File: src/rtl/cordic_sched_if.sv
// Requester/response bundle between the angle generators and the trig scheduler.
interface cordic_sched_if #(
  parameter int unsigned NREQ = 4,
  parameter int unsigned IDW  = 2,
  parameter int unsigned AW   = 25,
  parameter int unsigned DW   = 32
);
  logic [NREQ-1:0]      req_vld;
  logic [NREQ*AW-1:0]   req_angle;
  logic [NREQ-1:0]      req_rdy;
  logic                 rsp_vld;
  logic [IDW-1:0]       rsp_id;
  logic signed [DW-1:0] rsp_sin;
  logic signed [DW-1:0] rsp_cos;

  // Angle generators / result consumers
  modport master (
    output req_vld, req_angle,
    input  req_rdy, rsp_vld, rsp_id, rsp_sin, rsp_cos
  );

  // Scheduler
  modport slave (
    input  req_vld, req_angle,
    output req_rdy, rsp_vld, rsp_id, rsp_sin, rsp_cos
  );
endinterface

File: src/rtl/cordic_sched.sv
// Round-robin scheduler sharing one pipelined first-quadrant CORDIC among
// NREQ requesters; folds full-circle angles and restores signs on return.
module cordic_sched #(
  parameter int unsigned NREQ = 4,
  parameter int unsigned IDW  = 2,
  parameter int unsigned LAT  = 18,
  parameter int unsigned AW   = 25,
  parameter int unsigned DW   = 32
) (
  input  logic                 clk,
  input  logic                 rst_n,
  input  logic                 en,
  cordic_sched_if.slave        bus,
  output logic [AW-1:0]        cordic_angle,
  output logic                 cordic_vld,
  input  logic signed [DW-1:0] cordic_sin,
  input  logic signed [DW-1:0] cordic_cos,
  output logic [4:0]           inflight
);
  localparam int unsigned DEG = 65536;
  localparam logic [AW-1:0] A90  = AW'(90 * DEG);
  localparam logic [AW-1:0] A180 = AW'(180 * DEG);
  localparam logic [AW-1:0] A270 = AW'(270 * DEG);
  localparam logic [AW-1:0] A360 = AW'(360 * DEG);

  typedef struct packed {
    logic           vld;
    logic [IDW-1:0] id;
    logic           sneg;
    logic           cneg;
  } sb_t;

  logic [IDW-1:0] ptr;
  logic           gnt_any_c;
  logic [IDW-1:0] gnt_id_c;
  logic [IDW-1:0] idx_c;
  logic [AW-1:0]  ang_c;
  logic [AW-1:0]  wrap_c;
  logic [AW-1:0]  fold_c;
  logic           sneg_c;
  logic           cneg_c;
  sb_t            iss;
  sb_t            sb [LAT];
  sb_t            sb_out;

  assign sb_out     = sb[LAT-1];
  assign cordic_vld = iss.vld;

  // Round-robin pick: first valid requester at or after ptr, blocked by en/reset
  always_comb begin
    gnt_any_c = 1'b0;
    gnt_id_c  = '0;
    idx_c     = '0;
    if (en && rst_n) begin
      for (int unsigned k = 0; k < NREQ; k++) begin
        idx_c = IDW'((32'(ptr) + k) % NREQ);
        if (!gnt_any_c && bus.req_vld[idx_c]) begin
          gnt_any_c = 1'b1;
          gnt_id_c  = idx_c;
        end
      end
    end
  end

  assign bus.req_rdy = gnt_any_c ? (NREQ'(1) << gnt_id_c) : '0;

  // Fold the granted angle into 0..90 deg and record which signs to restore
  always_comb begin
    ang_c  = bus.req_angle[32'(gnt_id_c) * AW +: AW];
    wrap_c = (ang_c >= A360) ? ang_c - A360 : ang_c;
    fold_c = wrap_c;
    sneg_c = 1'b0;
    cneg_c = 1'b0;
    if (wrap_c > A270) begin
      fold_c = A360 - wrap_c;
      sneg_c = 1'b1;
    end else if (wrap_c > A180) begin
      fold_c = wrap_c - A180;
      sneg_c = 1'b1;
      cneg_c = 1'b1;
    end else if (wrap_c > A90) begin
      fold_c = A180 - wrap_c;
      cneg_c = 1'b1;
    end
  end

  // Issue stage: engine angle, sideband entry and pointer advance on grant
  always_ff @(posedge clk or negedge rst_n) begin
    if (!rst_n) begin
      cordic_angle <= '0;
      iss          <= '0;
      ptr          <= '0;
    end else begin
      iss.vld <= 1'b0;
      if (gnt_any_c) begin
        cordic_angle <= fold_c;
        iss          <= '{vld: 1'b1, id: gnt_id_c, sneg: sneg_c, cneg: cneg_c};
        ptr          <= (32'(gnt_id_c) == NREQ - 1) ? '0 : gnt_id_c + 1'b1;
      end
    end
  end

  // Sideband delay line tracking the engine so its tail meets cordic_sin/cos
  always_ff @(posedge clk or negedge rst_n) begin
    if (!rst_n) begin
      for (int unsigned k = 0; k < LAT; k++) sb[k] <= '0;
    end else begin
      sb[0] <= iss;
      for (int unsigned k = 1; k < LAT; k++) sb[k] <= sb[k-1];
    end
  end

  // Sign-corrected, ID-tagged response; data holds when nothing returns
  always_ff @(posedge clk or negedge rst_n) begin
    if (!rst_n) begin
      bus.rsp_vld <= 1'b0;
      bus.rsp_id  <= '0;
      bus.rsp_sin <= '0;
      bus.rsp_cos <= '0;
    end else begin
      bus.rsp_vld <= sb_out.vld;
      if (sb_out.vld) begin
        bus.rsp_id  <= sb_out.id;
        bus.rsp_sin <= sb_out.sneg ? -cordic_sin : cordic_sin;
        bus.rsp_cos <= sb_out.cneg ? -cordic_cos : cordic_cos;
      end
    end
  end

  // Outstanding count: up on grant, down as a result leaves the sideband
  always_ff @(posedge clk or negedge rst_n) begin
    if (!rst_n) begin
      inflight <= '0;
    end else begin
      case ({gnt_any_c, sb_out.vld})
        2'b10:   inflight <= inflight + 5'd1;
        2'b01:   inflight <= inflight - 5'd1;
        default: inflight <= inflight;
      endcase
    end
  end
endmodule

File: src/flat_wrapper.sv
// flat-port wrapper written by rule: the top's interface ports become plain ports
module cordic_sched_flat 
#(
  parameter int unsigned NREQ = 4,
  parameter int unsigned IDW  = 2,
  parameter int unsigned LAT  = 18,
  parameter int unsigned AW   = 25,
  parameter int unsigned DW   = 32
)
  (clk, rst_n, en, cordic_angle, cordic_vld, cordic_sin, cordic_cos, inflight, bus_req_vld, bus_req_angle, bus_req_rdy, bus_rsp_vld, bus_rsp_id, bus_rsp_sin, bus_rsp_cos);
  cordic_sched_if #(.NREQ(NREQ), .IDW(IDW), .AW(AW), .DW(DW)) bus_i ();
  input  logic clk;
  input  logic rst_n;
  input  logic en;
  output logic [AW-1:0] cordic_angle;
  output logic cordic_vld;
  input  logic signed [DW-1:0] cordic_sin;
  input  logic signed [DW-1:0] cordic_cos;
  output logic [4:0] inflight;
  input wire logic [$bits(bus_i.req_vld)-1:0] bus_req_vld;
  input wire logic [$bits(bus_i.req_angle)-1:0] bus_req_angle;
  output wire logic [$bits(bus_i.req_rdy)-1:0] bus_req_rdy;
  output wire logic [$bits(bus_i.rsp_vld)-1:0] bus_rsp_vld;
  output wire logic [$bits(bus_i.rsp_id)-1:0] bus_rsp_id;
  output wire logic [$bits(bus_i.rsp_sin)-1:0] bus_rsp_sin;
  output wire logic [$bits(bus_i.rsp_cos)-1:0] bus_rsp_cos;
  assign bus_i.req_vld = bus_req_vld;
  assign bus_i.req_angle = bus_req_angle;
  assign bus_req_rdy = bus_i.req_rdy;
  assign bus_rsp_vld = bus_i.rsp_vld;
  assign bus_rsp_id = bus_i.rsp_id;
  assign bus_rsp_sin = bus_i.rsp_sin;
  assign bus_rsp_cos = bus_i.rsp_cos;
  cordic_sched #(.NREQ(NREQ), .IDW(IDW), .LAT(LAT), .AW(AW), .DW(DW)) u_core (.clk(clk), .rst_n(rst_n), .en(en), .bus(bus_i), .cordic_angle(cordic_angle), .cordic_vld(cordic_vld), .cordic_sin(cordic_sin), .cordic_cos(cordic_cos), .inflight(inflight));
endmodule
File: config.mk
export PLATFORM = sky130hd
export DESIGN_NAME = cordic_sched_flat
export DESIGN_NICKNAME = d
export VERILOG_FILES = /design/src/rtl/cordic_sched_if.sv /design/src/rtl/cordic_sched.sv /design/src/flat_wrapper.sv
export SDC_FILE = /design/constraint.sdc
export NUM_CORES = 1
export LEC_CHECK = 0
export ABC_AREA = 1
export BUFFER_PORTS_ARGS = -buffer_cell sky130_fd_sc_hd__buf_4
export CORE_UTILIZATION = 59
export CTS_BUF_LIST = sky130_fd_sc_hd__clkbuf_2
export CTS_CLUSTER_SIZE = 30
export DETAILED_ROUTE_END_ITERATION = 10
export PLACE_DENSITY = 0.91
export SYNTH_ARGS = -nofsm -noshare
export SYNTH_HDL_FRONTEND = slang
export SYNTH_SLANG_ARGS = --single-unit
File: constraint.sdc
create_clock -name clk -period 6.5 [get_ports clk]
set_input_delay 0.975 -clock clk [delete_from_list [all_inputs] [get_ports clk]]
set_output_delay 0.975 -clock clk [all_outputs]
set_load 0.005 [all_outputs]
==> results of run 1 <==
-- where the power goes --
group	internal, mW	switching (mW)
sequential	1.73	0.322
combinational	1.26	1.92
clock	0.190	0.424
-- worst max-delay path: cells and delay by family (launching register included) --
kind | cells | cell delay, ps
DFF | 1 | 670
and+or+nand+nor | 25 | 2980
buffers and inverters | 3 | 180
adders and majority gates | 2 | 360
AOI/OAI and AO/OA | 1 | 940
-- routing by layer --
metal  up-vias  global-route usage, %  routed length [um]
met3        72                   5.78                2100
met4         0                   12.6                 910
li1       4663                      -                   -
met1      4397                   37.8               10600
met5         -                      0                   0
met2       454                   52.5               13300
-- worst min-delay path by stage --
stage / startpoint / end
2_1_floorplan: u_core.sb[5] / u_core.sb[0]
3_3_place_gp: u_core.sb[25] / u_core.sb[20]
3_5_place_dp: u_core.sb[18] / u_core.sb[13]
4_1_cts: rst_n / u_core.bus.rsp_cos[12]
5_1_grt: rst_n / u_core.bus.rsp_cos[12]
6_report: rst_n / u_core.bus.rsp_cos[12]
-- synthesized netlist by cell type, types with 9 or more instances --
library cell,instances
buf_6,9
xnor2_1,33
nand2_1,401
clkbuf_1,23
a21oi_1,12
dfrtp_1,194
nand3b_1,19
nor3_1,23
inv_1,132
ha_1,14
nand3_1,143
buf_2,9
xor2_1,40
o21ai_0,92
nor2_1,79
nand2_2,21
-- state kept, by name, indices dropped and copies added, names as in the netlist --
register / count
u_core.ptr: 2
u_core.bus.rsp_cos: 32
u_core.cordic_angle: 25
u_core.inflight: 5
u_core.bus.rsp_vld: 1
u_core.sb: 90
u_core.bus.rsp_id: 2
u_core.bus.rsp_sin: 32
u_core.iss: 4
u_core.cordic_vld: 1
-- stage by stage --
stage                     hold WS, ps  util [%]  std cells
final                            89.3      74.0       1807
after global routing             22.1      74.0       1807
after CTS                        50.8      74.0       1806
after detailed placement          335      72.5       1774
after global placement            333      72.5       1774
after floorplan                   331         -       1318
-- layout make-up --
cell class / count / area [um^2]
sequential: 194 / 4850
multi-input combinational: 936 / 4730
fill: 1249 / 4480
timing repair buffer: 279 / 2100
inverter: 140 / 531
tap: 225 / 282
clock inverter: 15 / 173
clock buffer: 17 / 85.1
antenna: 1 / 2.50
-- cells by family (layout without fill, tap and decap cells) --
kind of cell | Yosys count | in the layout
xor gates and xnor gates | 73 | 73
and+or+nand+nor | 730 | 730
other | 0 | 1
buffers and inverters | 188 | 451
adders and majority gates | 15 | 15
AOI/OAI and AO/OA | 118 | 118
DFF | 194 | 194
==> impl_metrics.tcl, run 1 <==
set metrics [dict create \
    post_synth_arst_share_pct 100 \
    cpMaxStageDelayCell "o21ai_2" \
    layout.cells.most_common "nand2_1" \
    synth_simple_gate_area_share_pct 31.5 \
    postCtsResizedCells 0 \
    crit_path_capture "u_core.cordic_angle[2]" \
    synth-compound-area-share_pct 5.92 \
    post-route-worst-setup-slack_ps 1220 \
    synth_adder_area_share_pct 1.88 \
    grt_pass1_vias 9138 \
    end_kind "register" \
    routabilityCongestion 0.975 \
    floorplan_die_area_um2 18200 \
    wire_length_of_the_first_global_routing_pass_um 43600 \
    fin_skew_ps 31.7 \
    antenna_violations_before_repair 1 \
    std_cell_core_area_um2 17200 \
    most_frequent_cells_in_the_layout "401 x nand2_1, 278 x buf_4, 194 x dfrtp_1" \
    final_layout_size_suffix_gt1_share_pct 23.1 \
    synth_top_cells_by_area "dfrtp_1 47%, nand2_1 14%, nand3_1 6.9%" \
    min-delay-path-class "in -> async" \
    drt_pass1_iterations 8 \
    number_of_cell_instances_on_the_worst_register_to_register_path 31 \
    cts.sink_count 194 \
    worstSetupPathType "reg -> reg" \
    port_buffers 272 \
    floorplan.io_pins 273 \
    setup-tns-final_ps 0 \
    synth.area.mux_share_pct 0 \
    crit_fanout 32 \
    static-leakage-power_nw 6.80 \
    timing.final.crit_period_ps 5280 \
    ys_ff_latch 194 \
    reg2reg_slack_ps 1220 \
    overall_routing_resource_usage_pct 30.5 \
    fin_nets 1754 \
    gr-total-overflow 0 \
    initial_core_util_pct 60.3 \
    initialDrtViolationCount 839 \
    chipHeight_um 135 \
    clock_path_buffers 2 \
    viasPerCell 5.30 \
    synth.top_cell.area_share_pct 46.7 \
    r2r_end "u_core.cordic_angle[2]" \
    worst_supply_voltage_drop_on_vdd_mv 0.244 \
    tritoncts "built" \
    area_growth_pct 22.7 \
    syn_avg_cell_area_um2 7.89 \
    count_of_flip_flops_with_a_built_in_enable_after_synthesis 0 \
    cts_post_setup_buffers_inserted 0 \
    timing.critical_path.slowest_cell_delay_ps 940 \
    timing.max_cap.violations 0 \
    wirelength_um 27000 \
    route.detailed.drc 2 \
    place_area_um2 12500 \
    violations "DRC" \
    ys.flop_type "dfrtp_1" \
    critPathLaunch "u_core.ptr[0]" \
    path_common_cell "nand2_1" \
    yosys_warnings 0 \
    synth_cell_types 39 \
    rsz0062_at_grt "false" \
    timing.max_slew.rel_slack_pct 19.6 \
    vias 9586 \
    synth_top_family_by_area "simple AND/OR/NAND/NOR gates" \
    ant_nets 0 \
    post_route_cell_area_um2 12800 \
    final-max-slew-violation-count 0 \
    num_rows 48 \
    critical_path.startpoint_type "register" \
    pre_cts_slack_ps 886 \
    worst-slew-pin-transition_ps 1210 \
    period_share_pct 81.3 \
    power_per_cell_area_nw_per_um2 458 \
    peak_freq_mhz 189 \
    clk_latency_ps 750 \
    cts_root_buf "clkbuf_2" \
    final_hold_viol_count 0 \
    netlist_instances 1318 \
    regToRegStartpoint "u_core.ptr[0]" \
    routedWlPerCell_um 14.9 \
    yosysSeqAreaShare_pct 46.7 \
    post_synthesis_cell_area_um2 10400 \
    fp.dieW_um 135 \
    synth-xor-area-share_pct 6.15 \
    syn_nets 1504 \
    worst_setup_hold_path_clk_slew_ps 280 \
    p_total_mw 5.85 \
    status "finished with violations" \
    cts_max_level 4 \
    holdBufCountCts 0 \
    setup_viol_count_final 0 \
    synth.largest_area_cell "dfrtp_1" \
    worstPathRequired_ps 7140 \
    cts_inserted_buffers 17 \
    cp_data_arrival_time_ps 5920 \
    grt_max_degree 129 \
    place.detailed.hpwl_um 20200 \
]
Note: power is estimated with default switching activity, not from simulation.
==> run 2, diff against run 1 <==
CORE_UTILIZATION = 55   (was 59)
PLACE_DENSITY = 0.86   (was 0.91)
clock period = 4.89 ns   (was 6.5 ns; I/O delays follow)
==> run 2 against run 1 <==
Effect of this change:
- the flow now finishes without violations
- maximum frequency is 18% higher
- register-to-register slack worse by 820 ps
- wire length is essentially flat
- clock power is 25% higher
- largest cell class unchanged
- final area up 1.5%
==> impl_metrics.tcl, run 2 (synthesis results as in run 1) <==
set metrics [dict create \
    status "complete, no violations" \
    power.clock.fraction_pct 9.8 \
    route.detailed.drc 0 \
    pre_cts_slack_ps -42.0 \
    largest_reg_flops 90 \
    fin_nets 1775 \
    timing.max_cap.violations 0 \
    power.combinational.fraction_pct 56.1 \
    port_buffers 272 \
    cpMaxStageDelayCell "dfrtp_2" \
    most_frequent_cells_in_the_layout "401 x nand2_1, 296 x buf_4, 193 x dfrtp_1" \
    timing.final.crit_period_ps 4490 \
    largest_registers "u_core.sb (90), u_core.bus.rsp_cos (32), u_core.bus.rsp_sin (32)" \
    wire_length_of_the_first_global_routing_pass_um 43800 \
    hold_ws_ps 104 \
    final_util_pct 70.8 \
    drt_pass1_iterations 6 \
    grt_pass1_vias 9206 \
    fp.dieW_um 139 \
    chipHeight_um 139 \
    layoutNonFillerInstCount 1832 \
    timing.critical_path.slowest_cell_delay_ps 530 \
    std_cell_core_area_um2 18300 \
    vias 9725 \
    viasPerCell 5.31 \
    path_common_cell "nand2_1" \
    min-delay-path-class "in -> async" \
    worstSetupPathType "reg -> reg" \
    numPlacedInstances 1791 \
    cts_inserted_buffers 17 \
    critical_path.startpoint_type "register" \
    power_report.internal_total_mw 4.26 \
    number_of_cell_instances_on_the_worst_register_to_register_path 33 \
    place_area_um2 12600 \
    initialDrtViolationCount 756 \
    routabilityCongestion 0.959 \
    cts.sink_count 194 \
    switchingPower_mw 3.59 \
    wirelength_um 27000 \
    area_growth_pct 24.5 \
    layout.cells.most_common "nand2_1" \
    floorplan.io_pins 273 \
    power_per_cell_area_nw_per_um2 606 \
    grt_max_degree 80 \
    timing.max_slew.rel_slack_pct 28.7 \
    reg2reg_slack_ps 400 \
    worst_setup_hold_path_clk_slew_ps 310 \
    clk_latency_ps 770 \
    worstPathRequired_ps 5530 \
    period_share_pct 91.8 \
    place.detailed.hpwl_um 20400 \
    final-max-slew-violation-count 0 \
    setup_viol_count_final 0 \
    cp_data_arrival_time_ps 5130 \
    swShare_pct 45.8 \
    nFillCells 1476 \
    peak_freq_mhz 223 \
    ant_nets 0 \
    crit_fanout 40 \
    worst_supply_voltage_drop_on_vdd_mv 0.295 \
    fin_skew_ps 59.5 \
    static-leakage-power_nw 6.90 \
    rsz0062_at_grt "false" \
    final_hold_viol_count 0 \
    end_kind "register" \
    post-route-worst-setup-slack_ps 401 \
    gr-total-overflow 0 \
    num_rows 49 \
    post_route_cell_area_um2 12900 \
    cts_root_buf "clkbuf_2" \
    cts_max_level 4 \
    worst-slew-pin-transition_ps 1070 \
    tritoncts "built" \
    sequential_share_of_power_pct 34.1 \
    floorplan_die_area_um2 19500 \
    routedWlPerCell_um 14.7 \
    initial_core_util_pct 56.9 \
    overall_routing_resource_usage_pct 28.3 \
    final_layout_size_suffix_gt1_share_pct 24.2 \
    top_register "u_core.sb" \
    clock_path_buffers 2 \
    antenna_violations_before_repair 1 \
]
[run 2: repair_timing]
item / in CTS / in global routing
setup endpoints to repair: 0 / 22
resized for setup: 0 / 9
hold endpoints to repair: 0 / 0
hold buffers: 0 / 0
setup buffers: 0 / 8
[run 2: path summary, 6_finish.rpt]
kind / from / endpoint
min reg2reg: u_core.sb[8] / u_core.sb[3]
max in group asynchronous: rst_n / u_core.sb[82]
max: u_core.ptr[0] / u_core.cordic_angle[2]
max reg2reg: u_core.ptr[0] / u_core.cordic_angle[2]
min: rst_n / u_core.inflight[1]
min in group clk: cordic_cos[8] / u_core.bus.rsp_cos[8]
[run 2: final cells by class]
cell class,count,area [um^2],area share (%)
flip-flops and latches,194,4860,37.5
repair buffers,300,2270,17.6
well taps,229,287,2.21
clock inverters,15,149,1.15
multi-input cells,936,4750,36.7
inverters,140,538,4.16
diodes,1,2.50,0.0193
clock buffers,17,85.1,0.657
[run 2: metrics by stage]
step	power, mW	setup TNS [ps]
2_1_floorplan	5.56	0
3_3_place_gp	6.86	0
3_5_place_dp	6.99	-336
4_1_cts	7.77	0
5_1_grt	8.53	0
6_report	7.85	0
[run 2: power by group through the flow]
| stage | sequential (mW) | clock [mW] | combinational, mW |
|---|---|---|---|
| 2_1_floorplan | 2.63 | 0 | 2.93 |
| 3_3_place_gp | 2.69 | 0 | 4.17 |
| 3_5_place_dp | 2.71 | 0 | 4.28 |
| 4_1_cts | 2.68 | 0.792 | 4.29 |
| 5_1_grt | 2.75 | 0.857 | 4.92 |
| 6_report | 2.68 | 0.766 | 4.40 |
[run 2: metal layers]
layer / vias up / wire, um / track usage, %
met5: - / 0 / 0
met2: 422 / 13100 / 48.7
met4: 0 / 914 / 12.7
met3: 69 / 1850 / 5.33
met1: 4523 / 11100 / 34.5
li1: 4711 / - / -
[run 2: critical path, delay by kind of cell (launching register included)]
| kind | cells | cell delay [ps] |
|---|---|---|
| adder cells (fa/ha/maj) | 1 | 150 |
| buffers and inverters | 5 | 710 |
| flip-flops | 1 | 530 |
| AND/OR/NAND/NOR | 27 | 3000 |
==> run 3, diff against run 2 <==
ABC_AREA = 0   (was 1)
SLEW_MARGIN = 15   (was unset)
==> run 3 against run 2 <==
Effect of this change:
- clock power down 3.1%
- critical path type is now in -> reg
- register-to-register slack worse by 180 ps
- highest routed layer unchanged
- final area up 3.2%
==> impl_metrics.tcl, run 3 <==
set metrics [dict create \
    fin_nets 1555 \
    chipHeight_um 137 \
    switchingPower_mw 1.86 \
    largest_registers "u_core.sb (90), u_core.bus.rsp_cos (32), u_core.bus.rsp_sin (32)" \
    synth.largest_area_cell "dfrtp_1" \
    most_frequent_cells_in_the_layout "378 x buf_4, 192 x dfrtp_1, 112 x nand2_1" \
    worst-slew-pin-transition_ps 969 \
    overall_routing_resource_usage_pct 32.8 \
    min-delay-path-class "in -> reg" \
    worst_setup_hold_path_clk_slew_ps 290 \
    power.combinational.fraction_pct 40.3 \
    p_total_mw 5.13 \
    cp_num_buf_inv 6 \
    drt_pass1_iterations 7 \
    period_share_pct 96.1 \
    grt_max_degree 79 \
    cp_data_arrival_time_ps 5390 \
    post_synthesis_cell_area_um2 10000 \
    wire_length_of_the_first_global_routing_pass_um 47000 \
    netlist_top_cells_count "194 x dfrtp_1, 112 x nand2_1, 87 x nor2_1, 80 x a21oi_1, 59 x xor2_1" \
    syn_avg_cell_area_um2 9.75 \
    cts.sink_count 194 \
    gr-total-overflow 0 \
    largest_reg_flops 90 \
    initial_core_util_pct 57.1 \
    layoutNonFillerInstCount 1607 \
    floorplan_die_area_um2 18700 \
    clk_latency_ps 760 \
    clock_path_buffers 2 \
    timing.critical_path.max_delay_family "compound AO/OA/AOI/OAI gates" \
    tritoncts "built" \
    post-synth-top-count-cell "dfrtp_1" \
    antenna_violations_before_repair 1 \
    status "complete, no violations" \
    swShare_pct 36.3 \
    top_register "u_core.sb" \
    syn_nets 1212 \
    peak_freq_mhz 213 \
    sequential_share_of_power_pct 45.3 \
    timing.final.crit_period_ps 4700 \
    synth.top_cell.area_share_pct 48.5 \
    timing.max_slew.rel_slack_pct 35.4 \
    setup_viol_count_final 0 \
    final-max-slew-violation-count 0 \
    crit_fanout 17 \
    ys_ff_latch 194 \
    power.clock.fraction_pct 14.5 \
    setup-tns-final_ps 0 \
    num_rows 48 \
    static-leakage-power_nw 6.23 \
    yosysSeqAreaShare_pct 48.5 \
    yosys_warnings 0 \
    synth_top_cells_by_area "dfrtp_1 49%, xor2_1 5.2%, nand2_1 4.2%" \
    worstSetupPathType "in -> reg" \
    std_cell_core_area_um2 17500 \
    numPlacedInstances 1573 \
    power_report.internal_total_mw 3.27 \
    grt_pass1_vias 9233 \
    routabilityCongestion 0.953 \
    final_layout_size_suffix_gt1_share_pct 33.8 \
    ant_nets 0 \
    cpMaxStageDelayCell "or4_1" \
    port_buffers 272 \
    worstPathRequired_ps 5580 \
    route.detailed.drc 0 \
    reg2reg_slack_ps 220 \
    final_util_pct 76.1 \
    cts_root_buf "clkbuf_2" \
    count_of_flip_flops_with_a_built_in_enable_after_synthesis 0 \
    timing.critical_path.slowest_cell_delay_ps 580 \
    power_per_cell_area_nw_per_um2 384 \
    vias 9642 \
    place.detailed.hpwl_um 23300 \
    end_kind "register" \
    wirelength_um 30200 \
    path_common_cell "buf_4" \
    final_hold_viol_count 0 \
    worstPathCellList "dlygate4sd3_1 -> clkbuf_8 -> and2_1 -> nand2b_2 -> a2111oi_4 -> inv_2 -> a221o_1 -> a222oi_1 -> buf_4 -> nand2_1 -> or4_1 -> o21ai_1 -> nand2_1 -> buf_4 -> o31a_1 -> buf_4 -> a311oi_1 -> o21ai_0 -> nand3_1" \
    worst_supply_voltage_drop_on_vdd_mv 0.265 \
    initialDrtViolationCount 975 \
    synth_cell_types 71 \
    netlist_instances 1026 \
    rsz0062_at_grt "true" \
    layout.cells.most_common "buf_4" \
    ys.flop_type "dfrtp_1" \
    critical_path.startpoint_type "input pin" \
    floorplan.io_pins 273 \
    fp.dieW_um 137 \
    hold_ws_ps 245 \
    post_synth_arst_share_pct 100 \
    timing.max_cap.violations 0 \
    fin_skew_ps 41.4 \
    viasPerCell 6.00 \
    cts_max_level 4 \
    routedWlPerCell_um 18.8 \
    area_growth_pct 33.4 \
    cts_inserted_buffers 17 \
]
run 3: worst paths after layout:
path	from	to	depth (start not counted)
max in group asynchronous	rst_n	u_core.sb[81]	4
hold / removal	cordic_cos[27]	u_core.bus.rsp_cos[27]	3
setup / recovery	rst_n	u_core.cordic_angle[18]	19
min in group asynchronous	rst_n	u_core.cordic_angle[24]	3
hold reg to reg	u_core.sb[9]	u_core.sb[4]	0
setup reg to reg	u_core.ptr[0]	u_core.cordic_angle[18]	17
run 3: cell families after synthesis:
| logic type | share of synthesized area, % |
|---|---|
| compound gates | 19.7 |
| xor+xnor | 5.95 |
| fa+ha+maj | 1.95 |
| buf+inv | 3.34 |
| flops | 48.5 |
| mux | 2.39 |
| simple gates | 18.1 |
run 3: through the flow:
step / instance area, um^2 / setup WS [ps]
floorplan: 10200 / -11.1
global placement: 13100 / -66.9
detailed placement: 13100 / -217
CTS: 13300 / 222
global route: 13400 / -21.5
finish: 13400 / 189
run 3: cell type report:
type,count,area (um^2)
clock inverters,14,131
multi-input cells,752,4990
fillers,1218,4190
diodes,1,2.50
repair buffers,383,2920
clock buffers,17,85.1
flip-flops and latches,194,4860
inverters,21,78.8
well taps,225,282
run 3: worst min-delay path, stage by stage:
cell and delay [ps]:
buf_4 90, xor2_1 120, a21oi_1 70
run 3: metal layers:
| layer | vias up | share of wire [%] | GRT usage, % |
|---|---|---|---|
| li1 | 4467 | - | - |
| met1 | 4599 | 39 | 40.3 |
| met2 | 506 | 49 | 57.4 |
| met3 | 70 | 8.2 | 6.22 |
| met4 | 0 | 3.0 | 12.2 |
| met5 | - | 0 | 0 |
run 3: repair_timing:
item                                   CTS  global route
hold buffers                             1             0
setup buffers                            0             1
resized for setup                        0             4
setup endpoints to repair                0            20
endpoints found under the hold margin   15             0
run 3: power by group through the flow:
stage	Combinational (mW)	Clock (mW)	Sequential, mW
floorplan	1.01	0	2.27
global placement	1.97	0	2.33
detailed placement	2.03	0	2.35
CTS	2.04	0.759	2.32
global route	2.25	0.819	2.37
finish	2.06	0.742	2.32
